## src/rtl/mem_port_arbiter.sv

```systemverilog
// Two-master (fetch, data) to one-slave SRAM-bus arbiter; data-first with a fetch starvation guard.
// Zero-latency grant path in IDLE, one transaction outstanding; the non-owner waits with req held.
module mem_port_arbiter #(
  parameter int STARVE_LIMIT = 4
) (
  input  logic        clk,
  input  logic        resetn,

  input  logic        inst_req,
  input  logic        inst_wr,
  input  logic [1:0]  inst_size,
  input  logic [31:0] inst_addr,
  input  logic [31:0] inst_wdata,
  output logic [31:0] inst_rdata,
  output logic        inst_addr_ok,
  output logic        inst_data_ok,

  input  logic        data_req,
  input  logic        data_wr,
  input  logic [1:0]  data_size,
  input  logic [31:0] data_addr,
  input  logic [31:0] data_wdata,
  input  logic        data_dcached,
  output logic [31:0] data_rdata,
  output logic        data_addr_ok,
  output logic        data_data_ok,

  output logic        mem_req,
  output logic        mem_wr,
  output logic [1:0]  mem_size,
  output logic [31:0] mem_addr,
  output logic [31:0] mem_wdata,
  output logic        mem_dcached,
  input  logic [31:0] mem_rdata,
  input  logic        mem_addr_ok,
  input  logic        mem_data_ok
);

  localparam int CW = $clog2(STARVE_LIMIT + 1);

  typedef enum logic [1:0] {
    IDLE      = 2'd0,
    WAIT_ADDR = 2'd1,
    WAIT_DATA = 2'd2
  } state_t;

  typedef enum logic {
    OWN_INST = 1'b0,
    OWN_DATA = 1'b1
  } owner_t;

  state_t          state_q;
  owner_t          owner_q;
  logic [CW-1:0]   starve_cnt_q;

  logic any_req;
  logic starved;
  logic win_data;
  logic sel_data;
  logic addr_phase;
  logic req_sel;
  logic fwd_aok;
  logic fwd_dok;

  // Arbitration is only meaningful in IDLE; afterwards the latched owner steers everything.
  always_comb begin
    any_req    = inst_req | data_req;
    starved    = (starve_cnt_q == CW'(STARVE_LIMIT));
    win_data   = data_req && !(inst_req && starved);
    sel_data   = (state_q == IDLE) ? win_data : (owner_q == OWN_DATA);
    addr_phase = ((state_q == IDLE) && any_req) || (state_q == WAIT_ADDR);
    req_sel    = sel_data ? data_req : inst_req;
  end

  always_comb begin
    mem_req     = addr_phase && req_sel;
    mem_wr      = 1'b0;
    mem_size    = 2'd0;
    mem_addr    = 32'd0;
    mem_wdata   = 32'd0;
    mem_dcached = 1'b0;
    if (mem_req) begin
      if (sel_data) begin
        mem_wr      = data_wr;
        mem_size    = data_size;
        mem_addr    = data_addr;
        mem_wdata   = data_wdata;
        mem_dcached = data_dcached;
      end else begin
        mem_wr      = inst_wr;
        mem_size    = inst_size;
        mem_addr    = inst_addr;
        mem_wdata   = inst_wdata;
      end
    end
  end

  // A data_ok without addr_ok during the address phase is a slave error and is dropped.
  always_comb begin
    fwd_aok      = addr_phase && mem_addr_ok;
    fwd_dok      = mem_data_ok && ((addr_phase && mem_addr_ok) || (state_q == WAIT_DATA));
    inst_addr_ok = fwd_aok && !sel_data;
    inst_data_ok = fwd_dok && !sel_data;
    data_addr_ok = fwd_aok && sel_data;
    data_data_ok = fwd_dok && sel_data;
    inst_rdata   = mem_rdata;
    data_rdata   = mem_rdata;
  end

  always_ff @(posedge clk or negedge resetn) begin
    if (!resetn) begin
      state_q      <= IDLE;
      owner_q      <= OWN_DATA;
      starve_cnt_q <= '0;
    end else begin
      case (state_q)
        IDLE: begin
          if (any_req) begin
            owner_q <= win_data ? OWN_DATA : OWN_INST;
            if (win_data && inst_req) begin
              if (!starved) starve_cnt_q <= starve_cnt_q + CW'(1);
            end else begin
              starve_cnt_q <= '0;
            end
            if (mem_addr_ok && mem_data_ok) state_q <= IDLE;
            else if (mem_addr_ok)           state_q <= WAIT_DATA;
            else                            state_q <= WAIT_ADDR;
          end
        end
        WAIT_ADDR: begin
          if (mem_addr_ok) state_q <= mem_data_ok ? IDLE : WAIT_DATA;
        end
        WAIT_DATA: begin
          if (mem_data_ok) state_q <= IDLE;
        end
        default: state_q <= IDLE;
      endcase
    end
  end

endmodule

```

## config.mk

```make
export PLATFORM = sky130hd
export DESIGN_NAME = mem_port_arbiter
export DESIGN_NICKNAME = d
export VERILOG_FILES = /design/src/rtl/mem_port_arbiter.sv
export SDC_FILE = /design/constraint.sdc
export NUM_CORES = 1
export LEC_CHECK = 0
export CORE_AREA = 10 10 113 115
export DETAILED_ROUTE_END_ITERATION = 8
export DIE_AREA = 0 0 123 125
export GPL_ROUTABILITY_DRIVEN = 0
export PLACE_DENSITY_LB_ADDON = 0.1
export SYNTH_ARGS = -nofsm -noshare
export SYNTH_HDL_FRONTEND = slang
export SYNTH_SLANG_ARGS = --single-unit
```

## constraint.sdc

```tcl
create_clock -name clk -period 2.5 [get_ports clk]
set_clock_uncertainty 0.05 [all_clocks]
set_input_delay 0.75 -clock clk [delete_from_list [all_inputs] [get_ports clk]]
set_output_delay 0.75 -clock clk [all_outputs]
set_load 0.01 [all_outputs]
```

==> run metrics, run 1 <==
Vias=2440; leading cell type in the layout, fill and taps excluded=clkdlybuf4s50_1; die width=123 µm; Overall Power=approximately 1800 µW; CTS tree=done; failing checks=setup timing; diode count=0; core area=approximately 11000 µm²; Sequential cell area=between 150 and 200 µm²; I/O Buffers=213; Synth Cell Area=1989 µm²; library cells used by synthesis=26; HPWL reported at the end of detailed placement=8100 µm; pre-CTS WS=-1.056 ns; # fillers=1079; CP endpoint kind=output pin; top post-synthesis cells by area=mux2i_1 34%, buf_4 25%, nor2_1 14%; detail-routed net length per standard cell=19.59 µm; Rows=38; HP Class=flop to flop; Tcrit/Tclk final=1.141; num ports=310; clk_lat worst skew=0.23 ns; most frequent cells in the layout=137 x clkdlybuf4s50_1, 64 x buf_2, 51 x mux2i_1, 51 x nor2_1, 28 x buf_6; share of post-route cells with drive strength above 1=0.4111; Hold Path Stages=1; Crit Path Class=primary input to output pin; Final ANT Viol Nets=0; Pins Over Slew Limit=0; Vias/cell=4.136; synthesized flop and latch total=6; Startpoint Class=primary input; Synth async-reset ratio=1.000; Post-Route WL=11560 µm; CTS Buffer Depth=2; 1st-iter DRT viols=63; FF-to-FF path depth=7; multi-input logic area=1461 µm²; CTS root buffer=clkbuf_8; Residual DRC=0; pwr dens=around 420 nW/µm²; CTS Hold Buffers Added=0; CP Data Required Time=1.70 ns; Slew @ Worst Pin=between 0.4 and 0.5 ns; total track usage=0.1346; vias in the first global route=2745; post-synthesis sequential area ratio=0.07610; post-synth top area cell=mux2i_1; Post-synth EDFFs=0; fin crit period=2.852 ns; CTS Buf Count=3; dpl cell area=roughly 3800 µm²; initial antenna violation count=0; dominant synthesized flop cell=dfrtp_1; die footprint=about 15000 µm²; Slew HR=0.6685; height of the die=~130 µm; layout overhead on the synthesized area=117.6%; Static Leak=0.002040 µW; top cell type's share of synthesized area=0.3371; Final Cell Area=4329 µm²; TritonRoute pass-1 iters=4; CP max FO=7; H-tree Lvls=1; GRT overflow=0; crit path DAT=around 2.1 ns; clk sinks=6; final hold viol count=0; largest net degree at the start of global routing=25; final setup violation count=72; starting density of the core=0.1876; Ys Warns=0; Clk pin slew, worst setup/hold paths=0.04 ns; first-pass GRT wire length=16250 µm; Final Net Count=626; Syn Nets=436; VDD IR max=167.3 µV; unrepaired setup endpoints after global routing=yes; Final Worst Setup Slack=-0.3519 ns; status=finished with violations; Final TNS setup=-18.58 ns; Syn Inst Count=261; fin util=0.4083; fmax=350.6 MHz; post-synthesis average cell area=between 7 and 8 µm²; MaxCap Viol Count=0
-- routing by layer --
layer | up-vias | GRT usage | wire length, µm | part of all wire
met4 | 0 | 0.04249 | 286 | 0.025
met1 | 1083 | 0.1378 | 4125 | 0.36
met2 | 140 | 0.2524 | 6081 | 0.53
li1 | 1182 | - | - | -
met5 | - | 0 | 0 | 0
met3 | 35 | 0.03960 | 1066 | 0.092
-- logic make-up after synthesis --
family	after synthesis	share of synthesized area
simple gates	91	0.1887
flops	6	0.07610
buf+inv	84	0.3472
mux	67	0.3371
compound gates	11	0.03836
fa+ha+maj	2	0.01258
-- power by group --
| part | total, µW | switching, µW | leakage [µW] | internal, µW |
|---|---|---|---|---|
| Clock | 163 | 52.5 | 0.0000228 | 111 |
| Sequential | 124 | 12.0 | 0.0000754 | 112 |
| Combinational | 1520 | 653 | 0.00194 | 864 |
| Total | 1800 | 718 | 0.00204 | 1090 |
-- final timing paths --
kind / startpoint / end / slack (ns)
setup / recovery: inst_req / mem_addr[9] / -0.35
hold reg to reg: owner_q / owner_q / 0.50
min in group asynchronous: resetn / starve_cnt_q[2] / 0.73
setup reg to reg: starve_cnt_q[0] / starve_cnt_q[0] / 1.04
hold / removal: owner_q / owner_q / 0.50
max in group asynchronous: resetn / owner_q / 1.36
-- layout make-up --
type                            count  area share
Timing Repair Buffer              264      0.5717
Multi-Input combinational cell    172      0.3376
Tap cell                          140     0.04046
Clock buffer                        4     0.01040
Sequential cell                     6     0.03526
Inverter                            4    0.004624
-- registers in the layout, indices dropped and copies added (netlist names) --
signal	flops
owner_q	1
starve_cnt_q	3
state_q	2
-- metrics by stage --
stage	hold WS, ns	instances
after floorplan	0.4044	261
after global placement	0.4625	554
after detailed placement	0.4778	554
after CTS	0.4842	595
after global routing	0.5036	590
final	0.4951	590
-- worst max-delay path: stages --
cell and delay [ns]:
buf_6 0.09, and3_4 0.19, o31a_4 0.37, buf_6 0.19
buf_6 0.12, mux2i_1 0.13, nor2_1 0.05, buf_2 0.15
-- cell usage after synthesis (3+ instances only) --
cell,n
buf_4,65
nand2_1,5
o21ai_0,3
nand2b_1,3
nor2_1,76
buf_12,7
clkbuf_1,4
mux2i_1,67
inv_1,3
nor3_1,3
dfrtp_1,5
-- repair_timing --
action | CTS | global route
pin swaps | 12 | 21
buffers inserted | 25 | 11
gates cloned | 13 | 2
setup endpoints to repair | 73 | 73
gates resized for setup | 349 | 77
Note: power is estimated with default switching activity, not from simulation.
==> run 2, diff against run 1 <==
CAP_MARGIN = 20   (was unset)
==> results of run 2 <==
Same layout as run 1: the final DEF is identical, and so are final timing and power.
